$ cat config.mk
export PLATFORM = sky130hd
export DESIGN_NAME = mul_arbiter
export DESIGN_NICKNAME = d
export VERILOG_FILES = /design/src/rtl/mul_arb_pkg.sv /design/src/rtl/seq_multiplier.sv /design/src/rtl/mul_arbiter.sv
export SDC_FILE = /design/constraint.sdc
export NUM_CORES = 1
export LEC_CHECK = 0
export CAP_MARGIN = 10
export CORE_AREA = 2 2 110 112
export CTS_CLUSTER_DIAMETER = 40
export DETAILED_ROUTE_END_ITERATION = 8
export DIE_AREA = 0 0 112 114
export PLACE_DENSITY = 0.59
export REMOVE_ABC_BUFFERS = 1
export SLEW_MARGIN = 20
export SYNTH_ARGS = -nofsm -noshare
export SYNTH_HDL_FRONTEND = slang
export SYNTH_HIERARCHICAL = 1
export SYNTH_SLANG_ARGS = --single-unit
$ cat constraint.sdc
create_clock -name clk -period 4.2 [get_ports clk]
set_input_delay 0.84 -clock clk [delete_from_list [all_inputs] [get_ports clk]]
set_output_delay 0.84 -clock clk [all_outputs]
set_load 0.005 [all_outputs]
$ cat src/rtl/mul_arb_pkg.sv
// Shared constants for the two-requester multiplier arbiter: FSM state
// encoding and requester ids.
package mul_arb_pkg;

  localparam logic [1:0] S_IDLE = 2'b00;
  localparam logic [1:0] S_CALC = 2'b01;
  localparam logic [1:0] S_DONE = 2'b10;

  localparam logic REQ0 = 1'b0;
  localparam logic REQ1 = 1'b1;

endpackage

$ cat src/rtl/seq_multiplier.sv
// Iterative shift-add unsigned multiplier. A start pulse latches the
// operands and clears the accumulator and bit counter; each following cycle
// processes one multiplier bit, so a product always takes Width cycles.
// 'done' is high during the final iteration and 'product' then carries the
// accumulator value including that last step, so the owner can capture the
// finished product on the same edge that completes it.
module seq_multiplier #(
  parameter int Width = 8
) (
  input  logic               clk,
  input  logic               rst_n,
  input  logic               start,
  input  logic [Width-1:0]   a,
  input  logic [Width-1:0]   b,
  output logic               busy,
  output logic               done,
  output logic [2*Width-1:0] product
);

  localparam int CntW = (Width > 1) ? $clog2(Width) : 1;
  localparam logic [CntW-1:0] LastCnt = CntW'(Width - 1);

  logic [Width-1:0]   a_q;
  logic [Width-1:0]   b_q;
  logic [2*Width-1:0] acc_q;
  logic [2*Width-1:0] acc_next;
  logic [CntW-1:0]    cnt_q;
  logic               run_q;

  // Partial-product add for the bit currently selected by the counter.
  always_comb begin
    // NOTE: every combinational output gets a default first so no path
    // leaves it unassigned, which would infer a latch.
    acc_next = acc_q;
    if (b_q[cnt_q]) begin
      acc_next = acc_q + ({{Width{1'b0}}, a_q} << cnt_q);
    end
  end

  // Operand latches, accumulator and bit counter.
  always_ff @(posedge clk or negedge rst_n) begin
    if (!rst_n) begin
      // NOTE: the operand latches are plain registers, not a memory array,
      // so they take the reset as well; an abort leaves no stale operands.
      a_q   <= '0;
      b_q   <= '0;
      acc_q <= '0;
      cnt_q <= '0;
      run_q <= 1'b0;
    end else if (start) begin
      // NOTE: non-blocking assignments so every register samples the
      // pre-edge values regardless of statement order.
      a_q   <= a;
      b_q   <= b;
      acc_q <= '0;
      cnt_q <= '0;
      run_q <= 1'b1;
    end else if (run_q) begin
      acc_q <= acc_next;
      cnt_q <= cnt_q + 1'b1;
      if (cnt_q == LastCnt) begin
        run_q <= 1'b0;
      end
    end
  end

  assign busy    = run_q;
  assign done    = run_q && (cnt_q == LastCnt);
  assign product = acc_next;

endmodule

$ cat src/rtl/mul_arbiter.sv
// Round-robin arbiter sharing one iterative multiplier between two
// requesters. IDLE accepts the winning request and starts the multiplier,
// CALC waits for the final iteration, DONE publishes the tagged product for
// one cycle. Ties go to the requester that did not win last.
module mul_arbiter
  import mul_arb_pkg::*;
#(
  parameter int Width = 8
) (
  input  logic               clk,
  input  logic               rst_n,
  input  logic               req0,
  input  logic [Width-1:0]   a0,
  input  logic [Width-1:0]   b0,
  input  logic               req1,
  input  logic [Width-1:0]   a1,
  input  logic [Width-1:0]   b1,
  output logic               gnt0,
  output logic               gnt1,
  output logic               done0,
  output logic               done1,
  output logic [2*Width-1:0] result,
  output logic               owner,
  output logic               busy
);

  logic [1:0]         state_q;
  logic [1:0]         state_next;
  logic               last_winner_q;
  logic               first_q;
  logic               pick;
  logic               accept;
  logic [Width-1:0]   sel_a;
  logic [Width-1:0]   sel_b;
  logic               mult_busy;
  logic               mult_done;
  logic [2*Width-1:0] mult_product;
  logic [2*Width-1:0] result_q;
  logic               owner_q;

  // Arbitration: a lone requester wins; a tie goes to the one that lost last.
  always_comb begin
    pick = REQ0;
    if (req0 && req1) begin
      pick = ~last_winner_q;
    end else if (req1) begin
      pick = REQ1;
    end
    accept = (state_q == S_IDLE) && (req0 || req1);
    sel_a  = (pick == REQ1) ? a1 : a0;
    sel_b  = (pick == REQ1) ? b1 : b0;
  end

  seq_multiplier #(
    .Width (Width)
  ) u_mult (
    .clk     (clk),
    .rst_n   (rst_n),
    .start   (accept),
    .a       (sel_a),
    .b       (sel_b),
    .busy    (mult_busy),
    .done    (mult_done),
    .product (mult_product)
  );

  // FSM state register.
  always_ff @(posedge clk or negedge rst_n) begin
    if (!rst_n) begin
      state_q <= S_IDLE;
    end else begin
      state_q <= state_next;
    end
  end

  // FSM next-state logic; the unused encoding falls back to IDLE.
  always_comb begin
    state_next = S_IDLE;
    case (state_q)
      S_IDLE: state_next = accept ? S_CALC : S_IDLE;
      S_CALC: begin
        if (mult_done) begin
          state_next = S_DONE;
        end else if (!mult_busy) begin
          state_next = S_IDLE;
        end else begin
          state_next = S_CALC;
        end
      end
      S_DONE:  state_next = S_IDLE;
      default: state_next = S_IDLE;
    endcase
  end

  // Winner history, grant-cycle marker and the published result/owner.
  always_ff @(posedge clk or negedge rst_n) begin
    if (!rst_n) begin
      last_winner_q <= REQ1;
      first_q       <= 1'b0;
      result_q      <= '0;
      owner_q       <= REQ0;
    end else begin
      first_q <= accept;
      if (accept) begin
        last_winner_q <= pick;
      end
      if ((state_q == S_CALC) && mult_done) begin
        result_q <= mult_product;
        owner_q  <= last_winner_q;
      end
    end
  end

  // FSM output decode: grant in the first CALC cycle, done in DONE.
  always_comb begin
    gnt0  = 1'b0;
    gnt1  = 1'b0;
    done0 = 1'b0;
    done1 = 1'b0;
    busy  = (state_q != S_IDLE);
    case (state_q)
      S_CALC: begin
        gnt0 = first_q && (last_winner_q == REQ0);
        gnt1 = first_q && (last_winner_q == REQ1);
      end
      S_DONE: begin
        done0 = (owner_q == REQ0);
        done1 = (owner_q == REQ1);
      end
      default: ;
    endcase
  end

  assign result = result_q;
  assign owner  = owner_q;

endmodule

==> flow_summary.json, run 1 <==
{
  "drt_iter0_drc": 214,
  "htree_levels": 3,
  "holdWs_ps": 474.5,
  "critPathLaunchType": "flop",
  "peakVddDrop_v": 0.0003419,
  "synth_top_area_cell": "dfrtp_1",
  "p_leak_nw": 2.142,
  "synth_cell_type_count": 63,
  "ff_latch_area_um2": 1428,
  "synthTopCellsByArea": "dfrtp_1, mux2_2, ha_1",
  "dp_hpwl_mm": 6.614,
  "path_max_fanout": 13,
  "overflow": 0,
  "powerDensity_nw_per_um2": 902.9,
  "synth.avg_cell_area_um2": 9.868,
  "floorplan.initialDensity_pct": 33.62,
  "fin_setup_tns_ps": 0,
  "cts_hold_repair.buffers": 0,
  "detail_route.wl_per_cell_um": 15.21,
  "antenna_left": 0,
  "rows": 40,
  "status": "completed",
  "crit_path_max_incr_delay_ps": 700,
  "synth_ff_type": "dfrtp_1",
  "drv_slew": 0,
  "antennaDiodeCount": 0,
  "reg2reg_depth": 10,
  "n_fill_cell": 1155,
  "core_area_um2": 11710,
  "cts_buffers": 9,
  "timing.rr.start": "u_mult/cnt_q[0]",
  "layout_common_cells": "dfrtp_1, clkdlybuf4s50_1, mux2_2, nor2_1, nand2_1",
  "grt_max_degree": 36,
  "worstSetupPathType": "reg -> reg",
  "tightestPinTransition_ps": 696.5,
  "grt_pass1_vias": 3079,
  "fin_crit_ps": 3590,
  "cts_resized": 0,
  "crit_path_top_delay_cell": "dfrtp_1",
  "postSynth.asyncResetShare_pct": 100.0,
  "synth_top_area_share_pct": 35.59,
  "insertion_delay_ps": 330,
  "timing.rr.end": "result[15]",
  "drive_gt1_share_pct": 19.56,
  "rsz0062_at_grt": "no",
  "required_ps": 4410,
  "cts_sinks": 57,
  "multiInputGateArea_um2": 2362,
  "drv_cap": 0,
  "slew-limit-headroom_pct": 52.57,
  "setup_slack_ps": 610.4,
  "ys_warn_count": 6,
  "setup_viol": 0,
  "skew_ps": 6.890,
  "clkTransAtPathRegs_ps": 50,
  "ios": 58,
  "arrival_ps": 3800,
  "ys_seq_elements": 57,
  "die_area_um2": 12770,
  "max_freq_mhz": 278.6,
  "place_congestion": 0.8735,
  "postCtsSetupRepairBufs": 0,
  "end_kind": "flop",
  "synth_edf_count": 0,
  "drc": 0,
  "root_buffer": "clkbuf_16",
  "area_growth_pct": 23.29,
  "hp-class": "in -> async",
  "cts_tree": "done",
  "fin_nets": 499,
  "via_count": 3166,
  "grt_usage_pct": 14.83,
  "cts_buffer_depth": 2,
  "place_ws_ps": 668.3,
  "utilization_pct": 41.45,
  "crit_chain": "mux2_2 > o21ai_0 > o22ai_1 > ha_1 > nand2_1 > a211oi_1 > o21bai_1 > a211oi_1 > xor2_1 > mux2_4",
  "synth_area_um2": 3938,
  "grt_pass1_wl_mm": 15.14,
  "antenna_found_initial": 0,
  "synth.yosys.seq_area_share_pct": 36.26,
  "io_buffers": 57,
  "drt_first_pass_iters": 4,
  "viasPerCell": 5.303,
  "hold_viol_final": 0,
  "cpMostUsedCell": "a211oi_1",
  "fin_crit_sh_pct": 85.47,
  "regToRegSetupSlack_ps": 610,
  "syn_inst": 399,
  "fp.dieW_um": 112,
  "routed_wl_mm": 9.082,
  "die_y_um": 114
}
-- report_power, final --
group | total, mW | leakage, nW | internal (mW) | switching [mW]
registers | 1.06 | 0.710 | 0.804 | 0.260
clock network | 0.658 | 0.125 | 0.399 | 0.260
logic | 2.66 | 1.31 | 1.22 | 1.45
-- logic make-up (layout without fill, tap and decap cells) --
kind of cell	after synthesis	in the layout	synth area share, %
flip-flops	57	57	36.26
XOR/XNOR	5	5	1.112
adder cells (fa/ha/maj)	18	18	5.910
buffers and inverters	31	82	3.813
AO/OA/AOI/OAI	86	86	14.71
AND/OR/NAND/NOR	129	129	15.86
multiplexers	73	73	22.34
-- critical path, delay by kind of cell, from the launching register on --
| kind | cells | cell delay, ps |
|---|---|---|
| compound gates | 5 | 1490 |
| flops | 1 | 700 |
| mux | 2 | 680 |
| fa+ha+maj | 1 | 390 |
| xor+xnor | 1 | 110 |
| simple gates | 1 | 80 |
-- per-stage QoR --
step                instances  instance area, µm²  power (mW)
floorplan                 375                3814       2.958
global placement          581                4581       3.639
detailed placement        581                4581       3.711
CTS                       597                4855       4.402
global route              597                4855       4.771
finish                    597                4855       4.383
-- final cells by class --
cell class	count	area share, %
Timing Repair Buffer	59	11.96
Sequential cell	57	29.41
Inverter	7	0.5412
Clock buffer	10	4.716
Clock inverter	6	0.9278
Multi-Input combinational cell	311	48.66
Tap cell	147	3.789
-- sequential cells by signal, summed over array words and instances (netlist names), 2 cells and up --
register	flops
result	16
state_q	2
u_mult/a_q	8
u_mult/acc_q	16
u_mult/b_q	8
u_mult/cnt_q	3
-- synth_stat cells (all sizes together), types with 3 or more instances --
cell type and instances:
mux2 59, dfrtp 56, nor2 43, nand2 35
a21oi 26, ha 17, o21ai 17, clkbuf 15
nand3 14, mux2i 12, buf 9, nor3 8
inv 7, a211oi 6, a21o 4, a311oi 4
or3 4, nand4 3, nor2b 3, o211ai 3
o21a 3, o21bai 3, o22ai 3, xor2 3
-- metal layers --
| layer | GRT usage, % | share of wire, % | vias to the layer above |
|---|---|---|---|
| li1 | - | - | 1557 |
| met1 | 19.63 | 48 | 1508 |
| met2 | 23.68 | 46 | 90 |
| met3 | 3.401 | 4.7 | 11 |
| met4 | 5.935 | 1.7 | 0 |
| met5 | 0 | 0 | - |
-- worst max-delay path by stage --
stage,start,to,cells past startpoint
after floorplan,req1,u_mult/acc_q[12],6
after CTS,u_mult/cnt_q[0],result[15],10
after global routing,u_mult/cnt_q[0],result[15],10
after global placement,u_mult/cnt_q[0],result[15],10
after detailed placement,u_mult/cnt_q[0],result[15],10
final,u_mult/cnt_q[0],result[15],10
(Power assumes the default switching activity.)
==> run 2, diff against run 1 <==
Settings changed: CORE_AREA 2 2 110 112 to 2 2 107 109, DIE_AREA 0 0 112 114 to 0 0 109 111, PLACE_DENSITY 0.59 to 0.6, SYNTH_HIERARCHICAL 1 to not set.
==> flow_summary.json, run 2 <==
{
  "drv_slew": 0,
  "mostFrequentLayoutCell": "nand2_1",
  "critPathTopFamily": "compound AO/OA/AOI/OAI gates",
  "reg2reg_depth": 10,
  "die_y_um": 111,
  "max_freq_mhz": 307.0,
  "ys_warn_count": 0,
  "hold_viol_final": 0,
  "antenna_found_initial": 0,
  "end_kind": "flop",
  "skew_ps": 5.734,
  "drc": 0,
  "tightestPinTransition_ps": 896.3,
  "crit_chain": "mux2_2 > a21oi_1 > mux2i_1 > ha_1 > a21oi_1 > nand2_1 > a41o_1 > a31oi_1 > mux2i_1 > nand3_1",
  "htree_levels": 3,
  "place_congestion": 0.9022,
  "drive_gt1_share_pct": 6.818,
  "crit_buf_inv": 0,
  "antennaDiodeCount": 0,
  "setup_slack_ps": 943.1,
  "insertion_delay_ps": 330,
  "die_area_um2": 12100,
  "drt_first_pass_iters": 4,
  "syn_inst": 437,
  "synthTopCellsByArea": "dfrtp_1, mux2i_1, nand2_1",
  "synthTopCellsByCount": "nand2_1, dfrtp_1, mux2i_1",
  "slew-limit-headroom_pct": 40.18,
  "synth_cell_type_count": 51,
  "synth.avg_cell_area_um2": 8.504,
  "drt_iter0_drc": 149,
  "worstSetupPathType": "reg -> reg",
  "cts_tree": "done",
  "drv_cap": 0,
  "status": "completed",
  "required_ps": 4410,
  "rows": 39,
  "grt_pass1_vias": 3108,
  "grt_max_degree": 49,
  "synth_edf_count": 0,
  "antenna_left": 0,
  "grt_pass1_wl_mm": 15.41,
  "arrival_ps": 3460,
  "synth_ff_type": "dfrtp_1",
  "placed_cell_area_um2": 4368,
  "core_area_um2": 11080,
  "via_count": 3170,
  "critPathLaunchType": "flop",
  "routed_wl_mm": 8.976,
  "floorplan.initialDensity_pct": 33.55,
  "postSynth.asyncResetShare_pct": 100.0,
  "fin_crit_sh_pct": 77.55,
  "powerDensity_nw_per_um2": 803.8,
  "cts_buffer_depth": 2,
  "detail_route.wl_per_cell_um": 14.32,
  "ys_seq_elements": 57,
  "cts_hold_repair.buffers": 0,
  "crit_path_max_incr_delay_ps": 690,
  "hold_depth": 2,
  "synth_top_area_share_pct": 37.71,
  "clkTransAtPathRegs_ps": 50,
  "fp.dieW_um": 109,
  "peakVddDrop_v": 0.0003403,
  "setup_viol": 0,
  "post-synth-top-count-cell": "nand2_1",
  "n_fill_cell": 1093,
  "place_ws_ps": 957.1,
  "synth_area_um2": 3716,
  "dp_hpwl_mm": 6.470,
  "fin_setup_tns_ps": 0,
  "cts_buffers": 9,
  "fin_crit_ps": 3257,
  "crit_cells": 10,
  "p_leak_nw": 2.075,
  "hp-class": "reg -> reg",
  "root_buffer": "clkbuf_16",
  "holdWs_ps": 481.9,
  "cts_resized": 0,
  "io_buffers": 57,
  "rsz0062_at_grt": "no",
  "layout_common_cells": "nand2_1, dfrtp_1, clkdlybuf4s50_1, mux2i_1, nor2_1",
  "synth.yosys.seq_area_share_pct": 38.42,
  "cts_sinks": 57,
  "overflow": 0,
  "utilization_pct": 42.25,
  "crit_path_top_delay_cell": "dfrtp_1",
  "viasPerCell": 5.056,
  "grt_usage_pct": 16.15,
  "design_area_um2": 4679,
  "area_growth_pct": 25.93,
  "ios": 58,
  "synth_top_area_cell": "dfrtp_1",
  "path_max_fanout": 13,
  "postCtsSetupRepairBufs": 0,
  "fin_nets": 533
}
[run 2: layer usage]
layer  track usage [%]  routed length (µm)  up-vias
li1                  -                   -     1627
met1             21.00                4018     1459
met2             26.17                4415       76
met3             3.527                 417        8
met4             5.726                 125        0
met5                 0                   0        -
[run 2: final timing paths]
kind	startpoint	slack, ps	endpoint
setup / recovery	u_mult.cnt_q[0]	940	result[12]
hold / removal	u_mult.b_q[6]	480	u_mult.b_q[6]
setup reg to reg	u_mult.cnt_q[0]	940	result[12]
hold reg to reg	u_mult.b_q[6]	480	u_mult.b_q[6]
max in group asynchronous	rst_n	2830	u_mult.b_q[6]
min in group asynchronous	rst_n	530	result[5]
[run 2: area by class of cell]
type | instances | area [µm²] | area share, %
Timing Repair Buffer | 61 | 595.6 | 12.73
Clock inverter | 7 | 78.83 | 1.684
Sequential cell | 57 | 1428 | 30.51
Inverter | 6 | 22.52 | 0.4813
Clock buffer | 9 | 225.2 | 4.813
Tap cell | 143 | 178.9 | 3.824
Multi-Input combinational cell | 344 | 2151 | 45.96
[run 2: kinds of logic after synthesis]
| family | Yosys count | share of synthesized area [%] |
|---|---|---|
| compound gates | 95 | 14.88 |
| mux | 47 | 13.84 |
| xor+xnor | 5 | 1.178 |
| flops | 57 | 38.42 |
| buf+inv | 36 | 4.006 |
| simple gates | 179 | 21.41 |
| fa+ha+maj | 18 | 6.263 |
[run 2: worst min-delay path, stage by stage (launching register included)]
cell and delay, ps:
dfrtp_1 330, nand2_1 50, o21ai_0 60
[run 2: stage by stage]
stage	power (mW)	cells
2_1_floorplan	2.387	407
6_report	3.761	627
3_3_place_gp	2.996	611
5_1_grt	4.092	627
3_5_place_dp	3.041	611
4_1_cts	3.799	627
[run 2: power breakdown]
part / internal, mW / switching, mW / leakage (nW)
Clock: 0.462 / 0.273 / 0.138
Sequential: 0.765 / 0.205 / 0.733
Combinational: 0.838 / 1.22 / 1.20
